<file path="src/rtl/lc3_microsequencer.sv">
// LC-3 microsequencer: holds the microstate, drives the control-store read port
// and computes the next microstate from IRD/COND/J, plus BEN, instr count, mem watchdog.
//
// Ports:
//   i_CLK, i_RST      clock (rising edge), synchronous active-high reset
//   i_run             advance enable; 0 freezes all state
//   i_micro_word      microinstruction for o_read_addr (combinational store)
//   i_IR              instruction register
//   i_N/i_Z/i_P       condition codes
//   i_R               memory ready
//   i_INT             interrupt pending
//   i_PSR15           privilege bit (1 = user)
//   o_read_en         control-store read enable
//   o_read_addr       current microstate
//   o_BEN             branch-enable register
//   o_instr_count     fetch-state entries, modulo 2^16
//   o_mem_timeout     sticky memory-wait watchdog flag
module lc3_microsequencer #(
  parameter int AddrBusSize = 6,
  parameter int ElementSize = 52,
  parameter int FETCH_STATE = 18,
  parameter int IRD_BIT     = 51,
  parameter int COND_MSB    = 50,
  parameter int J_MSB       = 47,
  parameter int LD_BEN_BIT  = 41,
  parameter int MEM_TIMEOUT = 256
) (
  input  logic                   i_CLK,
  input  logic                   i_RST,
  input  logic                   i_run,
  input  logic [ElementSize-1:0] i_micro_word,
  input  logic [15:0]            i_IR,
  input  logic                   i_N,
  input  logic                   i_Z,
  input  logic                   i_P,
  input  logic                   i_R,
  input  logic                   i_INT,
  input  logic                   i_PSR15,
  output logic                   o_read_en,
  output logic [AddrBusSize-1:0] o_read_addr,
  output logic                   o_BEN,
  output logic [15:0]            o_instr_count,
  output logic                   o_mem_timeout
);

  localparam int WdW = $clog2(MEM_TIMEOUT + 1);
  localparam logic [AddrBusSize-1:0] Fetch = AddrBusSize'(FETCH_STATE);
  localparam logic [WdW-1:0] WdMax = WdW'(MEM_TIMEOUT);

  logic [AddrBusSize-1:0] state_q, state_d;
  logic                   read_en_q;
  logic                   ben_q, ben_d;
  logic [15:0]            count_q, count_d;
  logic [WdW-1:0]         wd_q, wd_d;
  logic                   tout_q, tout_d;

  logic                   ird;
  logic                   ld_ben;
  logic [2:0]             cond;
  logic [AddrBusSize-1:0] j;
  logic                   advance;
  logic                   mem_wait;

  // Fields not decoded here still go through this reduction so lint sees them used.
  logic unused_bits;
  assign unused_bits = ^{i_micro_word, i_IR};

  assign ird     = i_micro_word[IRD_BIT];
  assign ld_ben  = i_micro_word[LD_BEN_BIT];
  assign cond    = i_micro_word[COND_MSB -: 3];
  assign j       = i_micro_word[J_MSB -: AddrBusSize];
  assign advance = i_run & read_en_q;
  assign mem_wait = ~ird & (cond == 3'b001) & ~i_R;

  always_comb begin
    state_d = j;
    if (ird) begin
      state_d = '0;
      state_d[3:0] = i_IR[15:12];
    end else begin
      case (cond)
        3'b001:  state_d[1] = j[1] | i_R;
        3'b010:  state_d[2] = j[2] | ben_q;
        3'b011:  state_d[0] = j[0] | i_IR[11];
        3'b100:  state_d[3] = j[3] | i_INT;
        3'b101:  state_d[4] = j[4] | i_PSR15;
        default: state_d = j;
      endcase
    end
  end

  always_comb begin
    ben_d = ben_q;
    if (ld_ben)
      ben_d = (i_IR[11] & i_N) | (i_IR[10] & i_Z) | (i_IR[9] & i_P);
  end

  always_comb begin
    count_d = count_q;
    if (state_d == Fetch)
      count_d = count_q + 16'd1;
  end

  always_comb begin
    wd_d   = '0;
    tout_d = tout_q;
    if (mem_wait) begin
      wd_d = (wd_q == WdMax) ? WdMax : wd_q + 1'b1;
      if (wd_d == WdMax)
        tout_d = 1'b1;
    end
  end

  always_ff @(posedge i_CLK) begin
    if (i_RST) begin
      state_q   <= Fetch;
      read_en_q <= 1'b0;
      ben_q     <= 1'b0;
      count_q   <= '0;
      wd_q      <= '0;
      tout_q    <= 1'b0;
    end else begin
      read_en_q <= 1'b1;
      if (advance) begin
        state_q <= state_d;
        ben_q   <= ben_d;
        count_q <= count_d;
        wd_q    <= wd_d;
        tout_q  <= tout_d;
      end
    end
  end

  assign o_read_en     = read_en_q;
  assign o_read_addr   = state_q;
  assign o_BEN         = ben_q;
  assign o_instr_count = count_q;
  assign o_mem_timeout = tout_q;

endmodule

</file>
<file path="config.mk">
export PLATFORM = sky130hd
export DESIGN_NAME = lc3_microsequencer
export DESIGN_NICKNAME = d
export VERILOG_FILES = /design/src/rtl/lc3_microsequencer.sv
export SDC_FILE = /design/constraint.sdc
export NUM_CORES = 1
export LEC_CHECK = 0
export ABC_CLOCK_PERIOD_IN_PS = 2600
export CORE_MARGIN = 10
export CORE_UTILIZATION = 30
export CTS_BUF_LIST = sky130_fd_sc_hd__clkbuf_16
export DETAILED_ROUTE_END_ITERATION = 10
export PLACE_DENSITY = 0.63
export SYNTH_ARGS = -nofsm -noshare
export SYNTH_HDL_FRONTEND = slang
export SYNTH_SLANG_ARGS = --single-unit
export TNS_END_PERCENT = 5
</file>
<file path="constraint.sdc">
create_clock -name i_CLK -period 2.6 [get_ports i_CLK]
set_input_delay 0.52 -clock i_CLK [delete_from_list [all_inputs] [get_ports i_CLK]]
set_output_delay 0.52 -clock i_CLK [all_outputs]
set_load 0.05 [all_outputs]
</file>
==> metrics.cfg <==
[outcome]
status=complete, no violations

[sta]
min_period_over_period=0.913
clock_skew_ns=0.00364
slew_violations=0
tns_ns=0
fin_crit_ns=2.37
tightest_slew_ns=0.657
setup_viol=0
relSlewSlack=0.556
hold_viol_final=0
rsz0062_at_grt=no
max_freq_mhz=421

[detailed_routing]
route.detailed.drc=0
ant_nets=0
first_iter_violations=65
drt_wl_total_um=4960
vias=1829
firstDrtPassIters=4
routedWlPerCell_um=14.4
via_per_inst=5.30

[floorplan]
die_area_um2=9640
die_w_um=98.2
boundaryPins=102
start_util=0.310
num_rows=28
die_y_um=98.2
coreArea_um2=5920

[global_route]
grt_pass1_vias=1713
grt_start_max_net_pins=35
gr-usage-all-layers=0.0983
globalRoute.totalOverflow=0
antenna_found_initial=0
grt_pass1_wl_um=8140

[power]
peakVddDrop_uv=317
p_total_mw=1.32
power_density_nw_per_um2=505
seqPwrFrac=0.404
comb_power_share=0.102
swShare=0.212
leakage_nw=0.873
clockPowerShare=0.494
internal_power_mw=1.04
switchingPower_mw=0.280

[worst_setup_path]
worstSetupPathType=in2reg
cp-start-kind=input pin
crit_path_max_incr_delay_ns=0.50
cp_data_arrival_time_ns=2.58
required_ns=2.81
crit_fanout=24
crit_chain=clkdlybuf4s50_1 > nand4b_1 > a211oi_4 > nand3_2 > buf_12 > or4_1 > a21oi_1
crit_slowest_cell=or4_1
cp-end-kind=flip-flop

[clock_tree]
clk_latency_ns=0.27
clk_pin_slew_ns=0.05
root_buffer=clkbuf_16
post_cts.resized_instances=0
cts_tree=yes
cts_max_level=2
cts_setup_buffers=0
clock_path_buffers=2
cts_hold_buf=0
numCtsBuffers=5
numClockSinks=34

[yosys]
netlist_area_um2=1830
synthTopCellsByArea=dfxtp_1 37%, a21oi_1 6.6%, o31ai_1 4.5%
synthTopCellsByCount=34 x dfxtp_1, 24 x a21oi_1, 15 x nand2_1, 15 x nor2_1
async_flop_share=0
netlist_instances=216
synth_warnings=0
syn_avg_cell_area_um2=8.49
seq_area_frac_synth=0.371
yosys.area.top_type=dfxtp_1
ys_ff_latch=34
yosysUniqueCellTypes=49
yosys_most_used_dff=dfxtp_1
synth.most_common_cell=dfxtp_1
synth_fp_nets=296
synth_top_area_share=0.371
synth_enable_flop_cells=0

[finish]
diodes=0
layout.nets=350
area_delta_synth_final_pct=42.4
fin_area_um2=2610
drive_gt1_frac=0.0778
final_util=0.441

[place]
dp_hpwl_um=3690
placed_cell_area_um2=2450
place.port_buffers=51
place_congestion=0.832

[flow_run]
drv_cap=0

[min_path]
hold_class=reg2reg

cell families (layout without fill, tap and decap cells):
group / count (synthesis) / count (layout) / share of synthesized area
adder cells (fa/ha/maj): 3 / 3 / 0.0205
AO/OA/AOI/OAI: 59 / 59 / 0.218
AND/OR/NAND/NOR: 94 / 94 / 0.310
XOR/XNOR: 5 / 5 / 0.0239
flip-flops: 34 / 34 / 0.371
buffers and inverters: 19 / 73 / 0.0444
multiplexers: 2 / 2 / 0.0116
placed cells by master, fill, tap and decap left out, types with 2 or more instances in the layout:
| master | instances |
|---|---|
| nor2_1 | 15 |
| nand2b_1 | 3 |
| inv_1 | 8 |
| xor2_1 | 3 |
| and4bb_2 | 2 |
| a311oi_1 | 3 |
| clkbuf_16 | 5 |
| nand3_1 | 8 |
| a211o_1 | 2 |
| or3_1 | 5 |
| buf_4 | 6 |
| ha_1 | 3 |
| a22oi_1 | 2 |
| nand4_1 | 4 |
| and3_1 | 4 |
| and4_1 | 2 |
| o311ai_0 | 2 |
| o31ai_1 | 11 |
| clkdlybuf4s50_1 | 51 |
| o21ai_0 | 5 |
| dfxtp_1 | 34 |
| nor3_1 | 9 |
| nand2_1 | 15 |
| or4_1 | 11 |
| nor2b_1 | 4 |
| o311a_1 | 3 |
| xnor2_1 | 2 |
| a21oi_1 | 24 |
routing by layer:
metal  track usage  share of wire
met1         0.126           0.46
met2         0.142           0.45
met3        0.0472          0.089
met4        0.0298         0.0054
met5             0              0
metrics by stage:
stage	hold slack (ns)	instances	worst slack, ns
global placement	0.443	338	-0.0206
global route	0.492	345	0.111
detailed placement	0.454	338	-0.0602
finish	0.466	345	0.225
floorplan	0.487	216	0.464
CTS	0.462	345	0.224
critical path: cells and delay by family:
family,cells,cell delay (ns)
AND/OR/NAND/NOR,3,0.92
AO/OA/AOI/OAI,2,0.47
buffers and inverters,2,0.66
path summary, 6_finish.rpt:
check / start / end / slack [ns] / depth (start not counted)
setup / recovery: i_micro_word[49] / o_instr_count[9] / 0.23 / 7
hold / removal: o_read_addr[3] / o_read_addr[3] / 0.47 / 2
setup reg to reg: o_instr_count[6] / o_instr_count[15] / 0.72 / 5
hold reg to reg: o_read_addr[3] / o_read_addr[3] / 0.47 / 2
power groups by stage:
stage / logic (mW) / registers [mW] / clock network [mW]
final: 0.134 / 0.532 / 0.651
after global routing: 0.145 / 0.533 / 0.689
after CTS: 0.136 / 0.532 / 0.667
after detailed placement: 0.135 / 0.543 / 0
after global placement: 0.134 / 0.543 / 0
after floorplan: 0.0402 / 0.567 / 0
final cells by class:
type                       instances  area [um2]
clock inverter                     2        33.8
clock buffer                       5         125
multi-input combinational        163        1070
timing repair buffer              58         576
sequential                        34         681
fill                             586        3310
tap                               75        93.8
inverter                           8        30.0
state kept, by name, indices dropped and copies added (netlist names):
| name | flops |
|---|---|
| o_instr_count | 16 |
| wd_q | 9 |
| o_read_addr | 6 |
| o_BEN | 1 |
| o_mem_timeout | 1 |
| o_read_en | 1 |
Power figures use the tool's default switching activity.
==> RTL change 1 (same settings) <==
Add an input register stage for `i_IR`; this delays it by one clock. The other inputs are not delayed to match.
--- a/src/rtl/lc3_microsequencer.sv
+++ b/src/rtl/lc3_microsequencer.sv
@@ -48,4 +48,10 @@
   localparam logic [WdW-1:0] WdMax = WdW'(MEM_TIMEOUT);
 
+  logic [15:0] i_IR_q;
+
+  always_ff @(posedge i_CLK) begin
+    i_IR_q <= i_IR;
+  end
+
   logic [AddrBusSize-1:0] state_q, state_d;
   logic                   read_en_q;
@@ -64,5 +70,5 @@
   // Fields not decoded here still go through this reduction so lint sees them used.
   logic unused_bits;
-  assign unused_bits = ^{i_micro_word, i_IR};
+  assign unused_bits = ^{i_micro_word, i_IR_q};
 
   assign ird     = i_micro_word[IRD_BIT];
@@ -77,10 +83,10 @@
     if (ird) begin
       state_d = '0;
-      state_d[3:0] = i_IR[15:12];
+      state_d[3:0] = i_IR_q[15:12];
     end else begin
       case (cond)
         3'b001:  state_d[1] = j[1] | i_R;
         3'b010:  state_d[2] = j[2] | ben_q;
-        3'b011:  state_d[0] = j[0] | i_IR[11];
+        3'b011:  state_d[0] = j[0] | i_IR_q[11];
         3'b100:  state_d[3] = j[3] | i_INT;
         3'b101:  state_d[4] = j[4] | i_PSR15;
@@ -93,5 +99,5 @@
     ben_d = ben_q;
     if (ld_ben)
-      ben_d = (i_IR[11] & i_N) | (i_IR[10] & i_Z) | (i_IR[9] & i_P);
+      ben_d = (i_IR_q[11] & i_N) | (i_IR_q[10] & i_Z) | (i_IR_q[9] & i_P);
   end
 
Formal check against the unedited RTL: not equivalent (a bounded check fails within 4 cycles, from zero or initial values and one cycle with i_RST high).
==> RTL change 1 against the original RTL <==
Total power is 11% higher. Setup slack better by 0.11 ns. Sequential cell count is 7 higher. Worst hold slack worse by 0.012 ns. Clock skew is 0.0021 ns higher. Synthesized area is 3.1% higher. Routed wire length is 3.7% lower. Register-to-register slack better by 0.07 ns. Global-route usage is 0.30 points lower. Final area is 2.8% higher. Largest power group unchanged.
==> RTL change 1: results (changes against the original RTL) <==
** Place
- The detailed placement HPWL came to 3620 um (-1.9%).
- The number of port buffers was 51 (unchanged).
- The cell area reported after detailed placement is 0.00252 mm^2 (+2.7%).
- Gpl congestion :: 0.782 (-6.0%)
- The pre-CTS setup slack was 0.0461 ns (+0.106 ns).
- Total placed cells including tap cells :: 350 (+3.6%)

** Yosys
- The sequential cell area fraction in the yosys report is 43.4% (+6.3 points).
- Cell types with the highest counts after synthesis :: 41 x dfxtp_1, 29 x a21oi_1, 21 x o21ai_0
- Share of synthesized registers carrying an async set or reset :: 0% (unchanged)
- Synthesized Nets :: 307 (+3.7%)
- Main area contributors after synthesis :: dfxtp_1 43%, a21oi_1 7.7%, o21ai_0 5.6%
- Post-synthesis cell type count :: 37 (-24%)
- Number of standard cells after synthesis :: 227 (+5.1%)

** Timing
- Headroom to the max-slew limit :: 64.8% (+9.2 points)
- The largest clock skew in the final design was 0.00576 ns (+0.00213 ns).

** Clocking
- Clock-pin slew was measured on the worst setup and hold paths at 0.06 ns.
- The post-CTS setup repair buffer count is 0 (unchanged).
- The buffer depth of the longest clock path is 2 (unchanged).

** Drt
- Average vias per placed instance :: 5.08 (-4.3%)
- The number of design-rule violations left by the first detailed-router iteration is 63 (-3.1%).
- Detail-routed net length per standard cell :: 13.3 um (-7.2%)
- Routed wire length :: 4770 um (-3.7%)

** Finish
- Number of nets in the finished design :: 362 (+3.4%)
- Fraction of final layout cells sized beyond drive strength 1 :: 6.01% (-1.8 points)

** Setup path
- The stage delay of the slowest cell on the critical path was 0.52 ns (+0.02 ns).
- Grouping stages by cell kind, the critical path spends the most delay in simple AND/OR/NAND/NOR gates.
- The arrival time reported for the critical path endpoint came to 2.47 ns (-0.11 ns).
- The largest individual stage delay along the critical path comes from the cell clkdlybuf4s50_1.
- Maximum net fanout on the critical path :: 8 (-67%)

** GRT
- The first-pass GRT wire length was 8020 um (-1.5%).
- Total track usage :: 9.53% (-0.30 points)
- Vias in the first global route :: 1770 (+3.3%)
- The pin count of the biggest net entering global routing came to 29 (-17%).
- Number of antenna violations at the first check in global routing :: 0 (unchanged)

** Power and ir drop
- Leak Pwr :: 0.970 nW (+11%)
- The highest ir drop seen on vdd came to 283 uV (-11%).

** Run status
- The flow ran to the end, and the final reports show no timing, DRC or antenna violations.
## RTL change 1: final cells by class
class | count | area [um^2]
fill | 621 | 3340
clock buffer | 5 | 125
tap | 75 | 93.8
sequential | 41 | 821
multi-input combinational | 165 | 986
clock inverter | 3 | 41.3
inverter | 8 | 30.0
timing repair buffer | 61 | 586
## RTL change 1: worst register-to-register path, delay by kind of cell, from the launching register on
kind                   cells  cell delay [ns]
AND/OR/NAND/NOR            4             0.93
buffers and inverters      2             0.33
flip-flops                 1             0.32
AO/OA/AOI/OAI              1             0.15
## RTL change 1: kinds of logic after synthesis
group / after synthesis / share of synthesized area, %
simple gates: 95 / 29.3
compound gates: 59 / 17.2
flops: 41 / 43.4
buf+inv: 21 / 4.37
xor+xnor: 7 / 3.25
fa+ha+maj: 3 / 1.99
mux: 1 / 0.530
## RTL change 1: power breakdown
part / switching, W / internal (W)
Sequential: 0.00000561 / 0.000641
Combinational: 0.0000614 / 0.0000608
Clock: 0.000239 / 0.000449
Total: 0.000306 / 0.00115
## RTL change 1: worst paths after layout
kind / cells after the start / slack [ns] / start / to
max: 8 / 0.33 / i_micro_word[48] / o_instr_count[9]
min: 2 / 0.45 / o_mem_timeout / o_mem_timeout
max reg2reg: 7 / 0.79 / o_BEN / o_instr_count[9]
min reg2reg: 2 / 0.45 / o_mem_timeout / o_mem_timeout
## RTL change 1: metal layers
layer  up-vias  part of all wire [%]  global-route usage (%)
met2        44                    46                    15.7
met4         0                   1.8                    4.19
met5         -                     0                       0
li1        939                     -                       -
met1       828                    45                    10.5
met3         6                   7.5                    3.88
## RTL change 1: stage by stage
stage	hold slack (ns)	power (W)
after floorplan	0.458	0.000717
after global placement	0.445	0.000783
after detailed placement	0.448	0.000784
after CTS	0.457	0.00147
after global routing	0.492	0.00151
final	0.454	0.00146
==> RTL change 2 (same flow settings) <==
Made on the original files. The parameter `AddrBusSize` goes from 6 to 5.
--- a/src/rtl/lc3_microsequencer.sv
+++ b/src/rtl/lc3_microsequencer.sv
@@ -17,5 +17,5 @@
 //   o_mem_timeout     sticky memory-wait watchdog flag
 module lc3_microsequencer #(
-  parameter int AddrBusSize = 6,
+  parameter int AddrBusSize = 5,
   parameter int ElementSize = 52,
   parameter int FETCH_STATE = 18,
Interface: changed (resized o_read_addr); port bits go from 102 to 101. No check against the original RTL was run, so the function may have changed too.
==> RTL change 2 against the original RTL <==
Critical path depth decreased by 1. Via count increased by 0.33%. Total power decreased by 7.8%. Synthesized cell count increased by 2.8%. Setup slack improved by 0.039 ns. Final area decreased by 0.91%. Non-clock buffer count increased by 5. Sequential cell count decreased by 1. Count of clock-buffer cells in the layout unchanged. Worst hold slack got worse by 0.0091 ns. Core utilization decreased by 0.14 points. Synthesized area decreased by 1.2%. Cell count increased by 2.9%. Routed wire length decreased by 0.10%. Critical path type unchanged. Largest cell class unchanged. Largest power group unchanged. Highest routed layer unchanged.
==> RTL change 2: results (changes against the original RTL) <==
** Place
- The detailed placement HPWL was 3750 um (+1.7%).
- Number of buffers inserted by port buffering :: 49 (-3.9%)
- The last weighted congestion value of the routability-driven placer is 0.832 (about the same).
- Post-Place Worst Slack :: -0.0461 ns (+0.0141 ns)

** Run status
- The flow ran to the end, and the final reports show no timing, DRC or antenna violations.

** Finish
- The multi-input combinational cell count was 166 (+1.8%).
- Relative area of clock buffers and inverters in the final design :: 5.52% (-0.57 points)
- The multi-input gate share of total cell area was 40.8% (-0.20 points).
- The fraction of final layout cells with drive strength greater than 1 is 12.5% (+4.7 points).
- Total of plain and repair buffers excluding clock buffers :: 63 (+8.6%)
- The sequential cell area is 661 um^2 (-2.9%).
- The final design utilization is 43.9% (-0.14 points).

** Timing
- The headroom to the max-slew limit is 65.3% (+9.7 points).
- Worst setup skew after layout :: 0.00322 ns (-0.000416 ns)

** Drt
- The total length of routed wires was 4950 um (-0.10%).
- The ratio of routed vias to standard cells is 5.17 (-2.5%).
- Total length of routed met2 wires :: 2370 um (+7.0%)
- Number of design-rule violations left by the first detailed-router iteration :: 96 (+48%)

** Power and ir drop
- Leak Pwr :: 0.911 nW (+4.4%)
- Largest vdd supply drop :: 303 uV (-4.5%)
- Internal power summed over all cells :: 0.000931 W (-10%)

** Yosys
- Fraction of the yosys area taken by sequential cells :: 36.5% (-0.67 points)
- Post-synthesis cell type count :: 50 (+2.0%)
- Synthesized Nets :: 302 (+2.0%)

** GRT
- Total track usage :: 10.1% (+0.28 points)
- The fraction of met2 tracks used by global routing was 17.0% (+2.9 points).
- The first-pass GRT wire length was 8250 um (+1.4%).

** Setup path
- In this run the worst setup path begins at i_micro_word[48].
- The startpoint identified for the worst register-to-register timing path is o_instr_count[0].
## RTL change 2: cell types whose count changed after synthesis, moves of 4 or more
| cell | change |
|---|---|
| nor3_1 | -4 |
| nand2_1 | -4 |
| nor2_1 | +8 |
| o31ai_1 | -11 |
| or3_1 | +7 |
| or4_1 | -10 |
| o21ai_0 | +13 |
## RTL change 2: path summary, 6_finish.rpt
| check | slack [ns] | cells after the start | endpoint |
|---|---|---|---|
| max | 0.26 | 6 | o_instr_count[15] |
| min reg2reg | 0.46 | 2 | o_read_addr[3] |
| max reg2reg | 0.61 | 7 | o_instr_count[12] |
| min | 0.46 | 2 | o_read_addr[3] |
## RTL change 2: cells by family after synthesis
logic type                 count (synthesis)  share of synthesized area [%]
muxes                                      2                           1.38
and+or+nand+nor                           94                           30.8
adders and majority gates                  3                           2.07
buffers and inverters                     23                           5.25
DFF                                       33                           36.5
AOI/OAI and AO/OA                         64                           22.6
xor gates and xnor gates                   3                           1.45
## RTL change 2: power groups by stage
stage / clock network, W / logic, W / registers (W)
final: 0.000565 / 0.000134 / 0.000517
after global routing: 0.000601 / 0.000144 / 0.000518
after CTS: 0.000582 / 0.000136 / 0.000517
after detailed placement: 0 / 0.000135 / 0.000528
after global placement: 0 / 0.000134 / 0.000528
after floorplan: 0 / 0.0000383 / 0.000549
## RTL change 2: through the flow
| step | std cells | TNS (ns) | total power, W |
|---|---|---|---|
| 5_1_grt | 355 | 0 | 0.00126 |
| 4_1_cts | 355 | 0 | 0.00123 |
| 6_report | 355 | 0 | 0.00122 |
| 3_5_place_dp | 347 | -0.194 | 0.000663 |
| 3_3_place_gp | 347 | 0 | 0.000662 |
| 2_1_floorplan | 222 | 0 | 0.000587 |
